## src/rtl/mul_pkg.sv

```systemverilog
// Shared definitions for the shift-free multiplication controller:
// state encoding and the datapath/iteration-counter width.
package mul_pkg;

  localparam int DATA_W = 16;

  typedef enum logic [2:0] {
    IDLE   = 3'd0,
    LOAD_A = 3'd1,
    LOAD_B = 3'd2,
    CALC   = 3'd3,
    DONE   = 3'd4
  } state_e;

endpackage : mul_pkg

```

## src/rtl/mul_controller.sv

```systemverilog
// Control FSM for a repeated-addition multiplier. It sequences operand
// loads into the datapath, repeatedly adds A into P while decrementing B
// until the datapath reports B == 0, then pulses done. The number of add
// iterations is tracked in iter_cnt and held until the next operation.
module mul_controller
  import mul_pkg::*;
(
  input  logic              clk,
  input  logic              rst,
  input  logic              start,
  input  logic              abort,
  input  logic              eqz,
  output logic              ldA,
  output logic              ldB,
  output logic              ldP,
  output logic              clrP,
  output logic              decB,
  output logic              op_sel,
  output logic              busy,
  output logic              done,
  output logic [DATA_W-1:0] iter_cnt
);

  state_e              state_q;
  state_e              state_d;
  logic [DATA_W-1:0]   iter_cnt_q;
  logic [DATA_W-1:0]   iter_cnt_d;

  // State and iteration-counter registers with synchronous reset.
  always_ff @(posedge clk) begin
    if (rst) begin
      state_q    <= IDLE;
      iter_cnt_q <= {DATA_W{1'b0}};
    end else begin
      state_q    <= state_d;
      iter_cnt_q <= iter_cnt_d;
    end
  end

  // Next-state, strobe decode and counter update; abort suppresses all
  // strobes and the done pulse in whichever active state it arrives.
  always_comb begin
    state_d    = state_q;
    iter_cnt_d = iter_cnt_q;
    ldA        = 1'b0;
    ldB        = 1'b0;
    ldP        = 1'b0;
    clrP       = 1'b0;
    decB       = 1'b0;
    op_sel     = 1'b0;
    done       = 1'b0;
    case (state_q)
      IDLE: begin
        if (start && !abort) begin
          state_d = LOAD_A;
        end else begin
          state_d = IDLE;
        end
      end
      LOAD_A: begin
        if (abort) begin
          state_d = IDLE;
        end else begin
          ldA        = 1'b1;
          op_sel     = 1'b0;
          iter_cnt_d = {DATA_W{1'b0}};
          state_d    = LOAD_B;
        end
      end
      LOAD_B: begin
        if (abort) begin
          state_d = IDLE;
        end else begin
          ldB     = 1'b1;
          clrP    = 1'b1;
          op_sel  = 1'b1;
          state_d = CALC;
        end
      end
      CALC: begin
        if (abort) begin
          state_d = IDLE;
        end else if (!eqz) begin
          ldP        = 1'b1;
          decB       = 1'b1;
          iter_cnt_d = iter_cnt_q + {{(DATA_W-1){1'b0}}, 1'b1};
          state_d    = CALC;
        end else begin
          state_d = DONE;
        end
      end
      DONE: begin
        if (abort) begin
          state_d = IDLE;
        end else begin
          done    = 1'b1;
          state_d = IDLE;
        end
      end
      default: begin
        state_d = IDLE;
      end
    endcase
  end

  // Status outputs derived directly from the registered state.
  always_comb begin
    busy     = (state_q != IDLE);
    iter_cnt = iter_cnt_q;
  end

endmodule : mul_controller

```

## config.mk

```make
export PLATFORM = sky130hd
export DESIGN_NAME = mul_controller
export DESIGN_NICKNAME = d
export VERILOG_FILES = /design/src/rtl/mul_pkg.sv /design/src/rtl/mul_controller.sv
export SDC_FILE = /design/constraint.sdc
export NUM_CORES = 1
export LEC_CHECK = 0
export CAP_MARGIN = 25
export CORE_UTILIZATION = 44
export DETAILED_ROUTE_END_ITERATION = 6
export PLACE_DENSITY = 0.85
export SETUP_SLACK_MARGIN = 0.3
export SYNTH_ARGS = -nofsm -noshare
export SYNTH_HDL_FRONTEND = slang
export SYNTH_SLANG_ARGS = --single-unit
```

## constraint.sdc

```tcl
create_clock -name clk -period 2.25 [get_ports clk]
set_input_delay 0.45 -clock clk [delete_from_list [all_inputs] [get_ports clk]]
set_output_delay 0.45 -clock clk [all_outputs]
set_load 0.01 [all_outputs]
```

======== Word-level counts from Yosys, hierarchy flattened ========
Cells that the tools add are included.
storage, ports and cells
  word-level logic and storage cells ...... 33
  output and inout bits ................... 24
  register bits ........................... 19
operators by class
  add/subtract/negate cells ............... 1
  reduce and logical (&&, ||, !) cells .... 6
  equality and inequality tests ........... 7
  mux-type cells .......................... 17
operators with widths
  kind                                                  number
  2-to-1 mux 16 bit                                     3
  case mux 16 bit (2 select lines)                      1
  adder 16 x 1 -> 16 bit (second input constant)        1
  case mux 3 bit (4 select lines)                       1
  2-to-1 mux 1 bit                                      8
  equality test 3 x 2 -> 1 bit (second input constant)  2
  2-to-1 mux 3 bit                                      2
  != test 2 bit (second input constant)                 3
  2-to-1 mux 2 bit                                      2
  AND reduction 4 bit                                   1
  equality test 3 x 1 -> 1 bit (second input constant)  1
  equality test 3 bit (second input constant)           1
  logical NOT 3 bit                                     1
  nonzero test 3 bit                                    1
  nonzero test 2 bit                                    1
  logical AND 1 bit                                     1
  logical NOT 1 bit                                     1

======== Logic depth before layout (Yosys ltp) ========
Gate-level depths: netlist (run 1).
  depth in word-level cells ............... 4
  gate-level depth with buffers ........... 7
  gate-level depth less buffers ........... 5

======== Worst setup path before layout (run 1) ========
OpenSTA, ideal clock, no wires.
  path type ............................... flip-flop to output port
  start point ............................. register state_q[0]
  end point ............................... output ldP
  data required time ...................... 1.800 ns
  stages on the path, launching flop included .. 6
  path slack .............................. 0.227 ns
  arrival ................................. 1.573 ns
  path through ............................ dfxtp_1 > clkbuf_1 > or3b_2 > clkbuf_1 > nor2_1 > buf_4
between the ends
  word-level cells in the longest chain between the ends .. 2
ends and longest elaborated chain
  item                          line                  source
  start, declared               mul_controller.sv:24  state_e state_q;
  start signal, assigned        mul_controller.sv:35  state_q <= state_d;
  equality test 3 x 2 -> 1 bit  --
  2-to-1 mux 1 bit              --
  end, declared                 mul_controller.sv:15  output logic ldP,
Every way passes these cells.

======== Worst setup path in the final report (run 1) ========
  start point ............................. input abort
  end point ............................... register iter_cnt_q[10] (netlist: iter_cnt[10])
between the ends
  word-level cells in the longest chain between the ends .. 2
ends and longest elaborated chain
  item                             line                  source
  start, declared                  mul_controller.sv:11  input logic abort,
  != test 2 bit (no line)          --
  AND reduction 4 bit (no line) *  --
  end signal, assigned             mul_controller.sv:33  iter_cnt_q <= {DATA_W{1'b0}};
  end signal, assigned             mul_controller.sv:36  iter_cnt_q <= iter_cnt_d;
  end, declared                    mul_controller.sv:26  logic [DATA_W-1:0] iter_cnt_q;
Mark *: on every way between the ends. The rest lies on a longest branch, timed or not.
A chain may end at the register's enable or synchronous reset.

==> metrics.md, run 1 <==
| Metric | Value |
|---|---|
| # diodes | `0` |
| Slew @ Worst Pin | `359 ps` |
| DR WL/cell | `14.1 µm` |
| RePlAce Congestion | `0.779` |
| Worst EP arrival | `2170 ps` |
| Grt total ovfl | `0` |
| PD cells | `414 nW/µm²` |
| Layout overhead on the synthesized area | `47.3%` |
| Fin crit share | `85.8%` |
| Synth async-reset ratio | `0%` |
| DRT iter0 DRCs | `38` |
| Seq/Total Area, Yosys | `41.6%` |
| Worst skew pair latency | `300 ps` |
| Max_cap viols | `0` |
| Most instantiated cells after synthesis | `dfxtp_1, o21ai_0, a21oi_1, nor2_1, or3_1` |
| Syn Area/Cell | `8.17 µm²` |
| Clock Skews | `5.92 ps` |
| R2r startpoint | `state_q[1]` |
| Die width | `47.6 µm` |
| Syn Nets | `118` |
| Dpl cells | `168` |
| Die height | `47.6 µm` |
| Critical path type | `in2reg` |
| Port Buffers | `28` |
| Max Freq | `518 MHz` |
| ANT nets after route | `0` |
| R2R setup slack | `370 ps` |
| Synth top area cells | `dfxtp_1, or3_1, o21ai_0` |
| Hold Path Cell Cnt | `2` |
| Vias/cell | `5.50` |
| Syn Inst Count | `112` |
| Distinct cells, synth | `31` |
| Clk sinks | `19` |
| Maximum VDD drop | `0.000321 V` |
| HP Start | `iter_cnt[15]` |
| CP Data Required Time | `2490 ps` |
| Starting density of the core | `46.6%` |
| Cell with the most instances after synthesis | `dfxtp_1` |
| Slew Viols, Final | `0` |
| EDFF count, synth | `0` |
| Post-synth top area share | `41.6%` |
| Area of the mapped netlist | `915 µm²` |
| TritonCTS clock tree | `yes` |
| Clk slew on worst S/H paths | `110 ps` |
| CP endpoint kind | `register` |
| Final std cells w/o fill | `174` |
| Status | `complete, no violations` |
| Worst R2R End | `iter_cnt[10]` |
| Seq cells post-synth | `19` |
| Worst Path Max Fanout | `6` |
| Fin Setup TNS | `0 ps` |
| HPWL Detailed | `1700 µm` |
| CTS max path bufs | `2` |
| Number of global-route vias before repair | `860` |
| Tmin final | `1930 ps` |
| Primary FF master, synth | `dfxtp_1` |
| Num ports | `29` |
| Die ar. | `2260 µm²` |
| Core ar. | `1960 µm²` |
| First-pass GRT wire length | `3750 µm` |
| Final setup violating endpoints | `0` |
| Hold EP | `iter_cnt[15]` |
| Vias | `957` |
| Row count | `16` |
| Yosys Warn Count | `0` |
| Hold slack | `502 ps` |
| Layout Nets | `154` |
| Hold crit path type | `reg2reg` |
| Number of antenna violations at the first check in global routing | `0` |
| Area leader, netlist | `dfxtp_1` |
| Total number of H-tree levels | `1` |
| Slew HR | `75.9%` |
| Unrepaired setup endpoints after global routing | `true` |
| P_leak | `0.478 nW` |
| Post-route DRC violation count | `0` |
| Detailed Routing Iterations Pass 1 | `4` |
| Pin count of the biggest net entering global routing | `14` |
| Fin. Hold Viols | `0` |
| CTS root buffer | `clkbuf_4` |
| Worst Reg2Reg Path Length in Cells | `4` |
| Cts bufs inserted | `3` |
| Layout cells sized above 1 | `26.5%` |
| Total Wirelength | `2450 µm` |
| Overall global routing resource usage | `23.6%` |
| Critical path startpoint category | `input pin` |
-- state kept, by name, summed over array words and instances, names as in the netlist --
signal	count
iter_cnt	16
state_q	3
-- how the worst max path moves through the flow --
stage / startpoint / endpoint / slack [ps] / depth (start not counted)
floorplan: state_q[0] / iter_cnt[5] / 300 / 7
global placement: abort / decB / -280 / 4
CTS: abort / iter_cnt[12] / 310 / 6
global route: state_q[2] / ldP / 280 / 3
finish: abort / iter_cnt[10] / 320 / 6
detailed placement: abort / iter_cnt[11] / -340 / 6
-- power by group --
part	leakage [nW]	internal (mW)	switching [mW]
clock network	0.0177	0.0662	0.108
logic	0.305	0.0205	0.0243
registers	0.156	0.336	0.00253
total	0.478	0.423	0.135
-- per-layer routing --
metal | vias to the layer above | global-route usage [%] | part of all wire (%)
met5 | - | 0 | 0
li1 | 475 | - | -
met2 | 35 | 44.4 | 51
met3 | 4 | 3.77 | 4.9
met1 | 443 | 27.5 | 43
met4 | 0 | 6.67 | 1.5
-- per-stage QoR --
stage | power [mW] | area, µm² | setup slack (ps) | util (%)
after floorplan | 0.364 | 917 | 298 | -
after global placement | 0.388 | 1260 | -285 | 64.0
after detailed placement | 0.389 | 1260 | -335 | 64.0
after CTS | 0.563 | 1330 | 313 | 67.8
after global routing | 0.579 | 1350 | 278 | 68.7
final | 0.558 | 1350 | 319 | 68.7
-- cell type report --
class / count / area [µm²]
clock inverter: 1 / 5.00
sequential: 19 / 389
multi-input combinational: 81 / 543
clock buffer: 3 / 22.5
fill: 180 / 614
tap: 27 / 33.8
timing repair buffer: 39 / 339
inverter: 4 / 15.0
-- repair_timing --
item	in CTS	in global routing
setup endpoints to repair	15	12
resized for setup	33	14
hold buffers	0	0
pin swaps	8	5
buffers inserted	0	2
-- cell families (layout without fill, tap and decap cells) --
logic type,after synthesis,count (layout),share of synthesized area (%)
and+or+nand+nor,49,49,30.4
buffers and inverters,12,47,6.29
xor gates and xnor gates,5,5,4.79
DFF,19,19,41.6
AOI/OAI and AO/OA,26,26,15.6
adders and majority gates,1,1,1.37
-- cells in the final DEF, fill, tap and decap left out, types with 2 or more instances in the layout --
master	instances
a21oi_1	8
a21oi_2	2
and4_1	2
buf_2	4
buf_4	10
clkbuf_4	3
clkdlybuf4s50_1	18
dfxtp_1	14
dfxtp_2	4
dlygate4sd2_1	3
inv_1	4
nand2_1	5
nand3_1	2
nand4_1	5
nor2_1	8
nor3_1	4
o21ai_0	11
or3_1	7
or3_4	2
or4_4	2
xnor2_1	3
xor2_1	2
-- worst max-delay path: stages --
cell and delay (ps):
dlygate4sd2_1 270, buf_6 140, a211o_1 260, or4_4 560
or3_4 350, a21oi_2 140
(Power assumes the default switching activity.)
==> run 2: changes to the inputs <==
--- a/config.mk
+++ b/config.mk
@@ -7,8 +7,9 @@
 export LEC_CHECK = 0
 export CAP_MARGIN = 25
 export CORE_UTILIZATION = 44
+export CTS_CLUSTER_DIAMETER = 200
 export DETAILED_ROUTE_END_ITERATION = 6
-export PLACE_DENSITY = 0.85
+export PLACE_DENSITY_LB_ADDON = 0.12
 export SETUP_SLACK_MARGIN = 0.3
 export SYNTH_ARGS = -nofsm -noshare
 export SYNTH_HDL_FRONTEND = slang
==> run 2 against run 1 <==
Effect of this change: fmax is 0.42% higher; non-clock buffer count rose by 2; core utilization grew 0.26 points; global-route usage shrank 3.6 points; sequential share of layout area decreased by 0.48 points; clock power hardly changed; worst setup slack better by 8.1 ps; combinational power grew 4.5%; critical endpoint is now iter_cnt[12]; largest power group unchanged.
==> metrics.md, run 2 (synthesis results as in run 1) <==
| Metric | Value |
|---|---|
| Status | `complete, no violations` |
| Detailed Routing Iterations Pass 1 | `4` |
| DR WL/cell | `12.7 µm` |
| Max reg flops | `16` |
| Number of antenna violations at the first check in global routing | `0` |
| Starting density of the core | `46.6%` |
| CP delay by family, top | `simple AND/OR/NAND/NOR gates` |
| Overall global routing resource usage | `20.1%` |
| PD cells | `414 nW/µm²` |
| Worst Path Max Fanout | `6` |
| Worst EP arrival | `2160 ps` |
| Sequential cell area | `384 µm²` |
| Port Buffers | `28` |
| Fin crit share | `85.5%` |
| Multi-input logic area | `522 µm²` |
| Slew @ Worst Pin | `366 ps` |
| Critical Path Max Stage Delay | `560 ps` |
| RePlAce Congestion | `0.761` |
| Commonest non-fill, non-tap cells in the layout | `clkdlybuf4s50_1, dfxtp_1, buf_4` |
| Unrepaired setup endpoints after global routing | `true` |
| Area after DPL | `1260 µm²` |
| Post-route DRC violation count | `0` |
| Slew HR | `75.4%` |
| Row count | `16` |
| First-pass GRT wire length | `3150 µm` |
| Critical path startpoint category | `input pin` |
| # diodes | `0` |
| Fillcell total | `183` |
| Hold_buf cts | `0` |
| Hold crit path type | `reg2reg` |
| Maximum VDD drop | `0.000313 V` |
| CTS max path bufs | `2` |
| Tmin final | `1920 ps` |
| Pin count of the biggest net entering global routing | `14` |
| Total number of H-tree levels | `1` |
| CP cell instances | `clkdlybuf4s15_1 -> buf_6 -> a211o_4 -> or4_4 -> or3_4 -> a21oi_2` |
| Grt met2 use | `30.1%` |
| Vias/cell | `5.30` |
| ANT nets after route | `0` |
| Dpl cells | `169` |
| Post-layout util | `68.9%` |
| Critical path's slowest cell | `or4_4` |
| Layout Nets | `156` |
| Max Freq | `520 MHz` |
| Worst path bufs/invs | `2` |
| Die width | `47.6 µm` |
| Layout cells sized above 1 | `23.5%` |
| HPWL Detailed | `1530 µm` |
| Total Wirelength | `2230 µm` |
| Hold slack | `509 ps` |
| Die ar. | `2260 µm²` |
| Post-route cell area | `1350 µm²` |
| Cts bufs inserted | `3` |
| Met1 Usage GRT | `27.8%` |
| Vias | `933` |
| Number of global-route vias before repair | `710` |
| Most common cell after layout, fill and taps aside | `clkdlybuf4s50_1` |
| Clock Skews | `2.85 ps` |
| Max_cap viols | `0` |
| Final std cells w/o fill | `176` |
| Core ar. | `1960 µm²` |
| Die height | `47.6 µm` |
| CTS root buffer | `clkbuf_4` |
| Critical path type | `in2reg` |
| CP endpoint kind | `register` |
| TritonCTS clock tree | `yes` |
| Final setup violating endpoints | `0` |
| Slew Viols, Final | `0` |
| Clk sinks | `19` |
| Worst skew pair latency | `300 ps` |
| Clk slew on worst S/H paths | `110 ps` |
| CP Data Required Time | `2490 ps` |
| Layout overhead on the synthesized area | `47.9%` |
| P_leak | `0.480 nW` |
| Grt total ovfl | `0` |
| DRT iter0 DRCs | `17` |
| Fin. Hold Viols | `0` |
| Met3 usage in global routing | `4.53%` |
| GRT busiest layer | `met2` |
| Num ports | `29` |
-- run 2: path summary, 6_finish.rpt --
check	slack, ps	endpoint	from	cells past startpoint
setup / recovery	330	iter_cnt[12]	abort	6
hold / removal	510	iter_cnt[15]	iter_cnt[15]	2
setup reg to reg	370	iter_cnt[12]	iter_cnt[0]	5
hold reg to reg	510	iter_cnt[15]	iter_cnt[15]	2
-- run 2: power breakdown --
group          total (mW)  internal, mW  leakage (nW)  switching, mW
Clock               0.175        0.0662        0.0177          0.109
Combinational      0.0468        0.0239         0.308         0.0229
Sequential          0.338         0.337         0.155       0.000934
-- run 2: area by class of cell --
class / count / share of cell area (%)
Clock buffer: 3 / 1.67
Timing Repair Buffer: 41 / 27.4
Clock inverter: 1 / 0.370
Multi-Input combinational cell: 81 / 38.6
Inverter: 4 / 1.11
Tap cell: 27 / 2.50
Sequential cell: 19 / 28.4
-- run 2: through the flow --
stage	total power, mW	setup slack, ps	setup TNS, ps
6_report	0.560	327	0
5_1_grt	0.585	274	0
4_1_cts	0.562	307	0
3_5_place_dp	0.389	-298	-3270
3_3_place_gp	0.388	-291	-3030
2_1_floorplan	0.364	298	0
-- run 2: metal layers --
| layer | vias to the layer above | part of all wire, % |
|---|---|---|
| met1 | 433 | 47 |
| met3 | 2 | 4.4 |
| met5 | - | 0 |
| li1 | 472 | - |
| met4 | 0 | 0.67 |
| met2 | 26 | 48 |
-- run 2: tightest hold or removal path, stage by stage, from the launching register on --
cell	delay [ps]
dfxtp_1	340
o21ai_0	80
a21oi_1	60
-- run 2: repair_timing --
action,CTS,global route
gates resized for setup,23,12
setup endpoints to repair,15,8
buffers inserted,2,1
pin swaps,10,4
==> patch 1 (config.mk and constraints of run 1) <==
Make the reset (`rst`) asynchronous in one clocked block. Comments in the files are not updated.
--- a/src/rtl/mul_controller.sv
+++ b/src/rtl/mul_controller.sv
@@ -28,5 +28,5 @@
 
   // State and iteration-counter registers with synchronous reset.
-  always_ff @(posedge clk) begin
+  always_ff @(posedge clk or posedge rst) begin
     if (rst) begin
       state_q    <= IDLE;
Formal check against the unedited RTL: differs if rst is asserted again (counterexample within 4 cycles, from zero or initial values and one cycle with rst high); with rst held inactive, the same outputs for 10 cycles.
==> patch 1 against run 1 <==
Setup slack improved by 0.047 ns; core utilization fell by 3.0 points; area after synthesis rose by 18%; cell area rose by 11%; non-clock buffer count rose by 3; sequential cell count did not move; routed wire length rose by 4.7%; global-route usage fell by 2.1 points; final cell count rose by 3.4%; register-to-register slack improved by 0.07 ns.
Power is not compared: it rests on default switching activity, and its combinational part moved more than twofold at a synthesized area within 25%.
==> patch 1: results (changes against run 1) <==
Finish
The total number of nets in the final design is 159 (was 154). The count of filler cells inserted in the layout is 181 (was 180).

Place
The half-perimeter wire length of the detailed placement result is 1820 um (was 1700 um). The placer's final routability congestion estimate is 0.798 (was 0.779).

STA
The transition time at the pin with the least slew margin is 0.737 ns (was 0.359 ns).

Worst setup path
The standard cell with the maximum stage delay on the critical path is sky130_fd_sc_hd__clkdlybuf4s50_1 (was sky130_fd_sc_hd__or4_4). The worst flop-to-flop path startpoint was state_q[2]$_DFF_PP0_ (was state_q[1]$_SDFF_PP0_). The arrival time at the worst endpoint is 1.43 ns (was 2.17 ns). The launch point of the critical path was iter_cnt[0]$_DFFE_PP0P_ (was abort). The worst-case reg-to-reg path depth came to 6 (was 4). The cell class contributing the biggest share of worst-path delay is buffers and inverters (was simple AND/OR/NAND/NOR gates).

The maximum net fanout on the critical path is 9 (was 6).

Global routing
The total routing resource utilization after global routing is 0.215 (was 0.236). The global-route wire length before repair was 4250 um (was 3750 um). The number of global-route vias before repair was 939 (was 860).

Synthesis
The xor-xnor portion of the synthesized cell area came to 0.0485 (was 0.0479). Top cells by count, synth: 19 x sky130_fd_sc_hd__dfrtp_1, 9 x sky130_fd_sc_hd__a21oi_1, 9 x sky130_fd_sc_hd__nand2_1, 9 x sky130_fd_sc_hd__nor2_1, 8 x sky130_fd_sc_hd__o21ai_0 (was 19 x sky130_fd_sc_hd__dfxtp_1, 11 x sky130_fd_sc_hd__o21ai_0, 10 x sky130_fd_sc_hd__a21oi_1, 10 x sky130_fd_sc_hd__nor2_1, 9 x sky130_fd_sc_hd__or3_1). The fraction of the mapped netlist area in compound gates is 0.139 (was 0.156). The net count of the mapped netlist is 120 (was 118).

The async set-or-reset flop fraction in the synthesized netlist was 1.00 (was 0). The arithmetic-cell share of the synthesized area counting full adders, half adders and majority gates came to 0.0115 (was 0.0137).

Run status
Result of the run: complete, no violations (unchanged).

Route
The per-cell routed wire length is 14.3 um (was 14.1 um). The DRC marker count from the first detailed-route iteration came to 30 (was 38). The average via count per standard cell is 5.59 (was 5.50).

Floorplan
The full die area is 2670 um^2 (was 2260 um^2).

Worst hold path
The class of the most critical hold timing path is input pin to async pin (was flip-flop to flip-flop).
patch 1: worst register-to-register path, delay by kind of cell, from the launching register on:
kind,cells,cell delay [ns]
DFF,1,0.41
AOI/OAI and AO/OA,2,0.41
buffers and inverters,2,0.32
and+or+nand+nor,2,0.59
patch 1: final cells by class:
type,count,area [um^2],area share
Timing Repair Buffer,42,363,0.243
Inverter,2,7.51,0.00502
Sequential cell,19,477,0.319
Multi-Input combinational cell,85,587,0.392
Tap cell,28,35.0,0.0234
Clock buffer,4,26.3,0.0176
patch 1: path summary, 6_finish.rpt:
kind / end / slack, ns
max: iter_cnt[0] / 0.37
min: iter_cnt[2]$_DFFE_PP0P_ / 0.57
max reg2reg: iter_cnt[12]$_DFFE_PP0P_ / 0.44
min reg2reg: iter_cnt[15]$_DFFE_PP0P_ / 0.57
max in group asynchronous: state_q[1]$_DFF_PP0_ / 1.17
min in group clk: iter_cnt[15]$_DFFE_PP0P_ / 0.57
patch 1: repair_timing:
item,in CTS,in global routing
pin swaps,3,2
setup buffers,3,1
setup endpoints to repair,9,5
gates resized for setup,40,6
patch 1: metal layers:
metal	part of all wire	up-vias	wire [um]	track usage
met2	0.50	33	1270	0.361
met1	0.45	479	1150	0.284
met3	0.049	4	127	0.0322
met4	0.0086	0	22	0.0676
li1	-	491	-	-
met5	0	-	0	0
patch 1: per-stage QoR:
step,setup slack (ns),std cells,cell area (um^2)
floorplan,0.434,114,1090
global placement,-0.223,172,1430
detailed placement,-0.275,172,1430
CTS,0.303,179,1480
global route,0.317,180,1500
finish,0.365,180,1500
patch 1: where the power goes:
part	internal, mW	switching [mW]	total (mW)
Sequential	0.356	0.0314	0.388
Clock	0.0689	0.102	0.171
Combinational	0.0771	0.0812	0.158
patch 1: kinds of logic after synthesis:
kind of cell / after synthesis
and+or+nand+nor: 54
DFF: 19
adders and majority gates: 1
AOI/OAI and AO/OA: 24
xor gates and xnor gates: 6
buffers and inverters: 10
==> patch 2 (flow settings as in run 1) <==
Made on the original files. Change the package constant `DATA_W` from 16 to 20.
--- a/src/rtl/mul_pkg.sv
+++ b/src/rtl/mul_pkg.sv
@@ -3,5 +3,5 @@
 package mul_pkg;
 
-  localparam int DATA_W = 16;
+  localparam int DATA_W = 20;
 
   typedef enum logic [2:0] {
Interface: changed (resized iter_cnt); port bits go from 29 to 33. No check against the original RTL was run, so the function may have changed too.
==> patch 2 against run 1 <==
Non-clock buffer count increased by 10; routed wire length rose by 38%; critical path depth shrank 2; area after synthesis grew 31%; global-route usage up 1.4 points; power increased by 19%; setup slack lost 0.058 ns; sequential cell count rose by 4; cell area is 29% higher; first-iteration DRC count fell by 5.3%; die area increased by 29%.
==> patch 2: results (changes against run 1) <==
Finish
The count of filler cells inserted in the layout is 215 (was 180). The final non-filler cell total is 219 (was 174). The fraction of final layout cells sized beyond drive strength 1 was 0.270 (was 0.265). The flip-flop count of the largest register, all copies and words added was 20 (was 16).

Synthesis
The number of cells produced by synthesis is 144 (was 112). Top cells by count, synth: 23 x sky130_fd_sc_hd__dfxtp_1, 13 x sky130_fd_sc_hd__nor2_1, 10 x sky130_fd_sc_hd__a21oi_1, 10 x sky130_fd_sc_hd__nand2_1, 9 x sky130_fd_sc_hd__nand3_1 (was 19 x sky130_fd_sc_hd__dfxtp_1, 11 x sky130_fd_sc_hd__o21ai_0, 10 x sky130_fd_sc_hd__a21oi_1, 10 x sky130_fd_sc_hd__nor2_1, 9 x sky130_fd_sc_hd__or3_1). The portion of the post-synthesis area used by sequential elements is 0.385 (was 0.416).

Most area-consuming cells after synthesis: sky130_fd_sc_hd__dfxtp_1 38%, sky130_fd_sc_hd__or4_1 5.0%, sky130_fd_sc_hd__a21oi_1 4.2% (was sky130_fd_sc_hd__dfxtp_1 42%, sky130_fd_sc_hd__or3_1 6.2%, sky130_fd_sc_hd__o21ai_0 6.0%). The number of distinct library cell variants in the gate-level netlist after synthesis is 33 (was 31).

Global routing
The total routing resource utilization after global routing is 0.250 (was 0.236). The global-route wire length before repair came to 5270 um (was 3750 um).

STA
The worst slew slack as a fraction of its limit came to 0.750 (was 0.759). The clock skew after layout is 0.0183 ns (was 0.00592 ns).

Worst hold path
The start point of the worst min-delay path is iter_cnt[19]$_SDFFE_PP0P_ (was iter_cnt[15]$_SDFFE_PP0P_). The hold path endpoint is iter_cnt[19]$_SDFFE_PP0P_ (was iter_cnt[15]$_SDFFE_PP0P_).

Clock network
The insertion delay to the later sink of the worst-skew pair is 0.34 ns (was 0.30 ns). The clock transition at the register clock pins on the worst setup and hold paths after CTS is 0.15 ns (was 0.11 ns).

Worst setup path
The required arrival time at the worst endpoint came to 2.54 ns (was 2.49 ns). The delay contributed by the slowest stage of the critical path is 0.54 ns (was 0.56 ns). The worst flop-to-flop path startpoint is state_q[2]$_SDFF_PP0_ (was state_q[1]$_SDFF_PP0_).

Place
The half-perimeter wire length of the detailed placement result is 2310 um (was 1700 um). The placer's final routability congestion estimate is 0.806 (was 0.779). The number of input and output port buffers inserted was 32 (was 28).

Run status
Result of the run: complete, no violations (unchanged).

Power
The peak supply drop is 0.315 mV (was 0.321 mV). The leakage power is 0.576 nW (was 0.478 nW).

Route
The via count was 1325 (was 957).
## patch 2: how the worst max path moves through the flow
stage,startpoint,end,slack [ns],cells past startpoint
floorplan,abort,iter_cnt[16]$_SDFFE_PP0P_,0.11,5
global placement,abort,iter_cnt[15]$_SDFFE_PP0P_,-0.32,6
detailed placement,abort,iter_cnt[12]$_SDFFE_PP0P_,-0.41,5
CTS,state_q[2]$_SDFF_PP0_,iter_cnt[12]$_SDFFE_PP0P_,0.22,4
global route,state_q[2]$_SDFF_PP0_,ldP,0.21,5
finish,state_q[2]$_SDFF_PP0_,iter_cnt[12]$_SDFFE_PP0P_,0.26,4
## patch 2: cell type report
type	instances	area share
inverter	3	0.00650
tap	30	0.0217
clock inverter	1	0.00289
multi-input combinational	110	0.438
sequential	23	0.269
clock buffer	3	0.0130
timing repair buffer	49	0.249
## patch 2: what timing repair did
item	4_1_cts	5_1_grt
gates cloned	1	0
setup buffers	2	1
pin swaps	4	6
resized for setup	26	24
setup endpoints to repair	19	18
## patch 2: cell families (layout without fill, tap and decap cells)
logic type,Yosys count,after routing,synth area share
compound gates,25,25,0.126
xor+xnor,5,5,0.0366
fa+ha+maj,1,1,0.0105
buf+inv,12,56,0.0607
flops,23,23,0.385
mux,2,2,0.0167
simple gates,76,77,0.365
## patch 2: per-layer routing
layer | GRT usage | vias to the layer above | share of wire
met5 | 0 | - | 0
met4 | 0.107 | 0 | 0.022
met3 | 0.0734 | 10 | 0.053
met2 | 0.457 | 56 | 0.53
met1 | 0.261 | 629 | 0.40
li1 | - | 630 | -
## patch 2: power by group
part,internal [mW],switching [mW]
Clock,0.0669,0.140
Combinational,0.0231,0.0261
Sequential,0.408,0.00105
Total,0.498,0.167
## patch 2: through the flow
step                cell area (um^2)  setup slack, ns  power, mW  utilization
detailed placement              1600           -0.407      0.466        0.636
global route                    1730            0.209      0.687        0.687
finish                          1730            0.261      0.664        0.687
global placement                1600           -0.321      0.465        0.636
floorplan                       1200            0.108      0.441            -
CTS                             1690            0.221      0.664        0.669
## patch 2: worst reg2reg max path: stages, from the launching register on
cell and delay (ns):
sky130_fd_sc_hd__dfxtp_4 0.36, sky130_fd_sc_hd__or3b_4 0.39, sky130_fd_sc_hd__or4_4 0.54, sky130_fd_sc_hd__or4_4 0.50, sky130_fd_sc_hd__a21oi_2 0.15
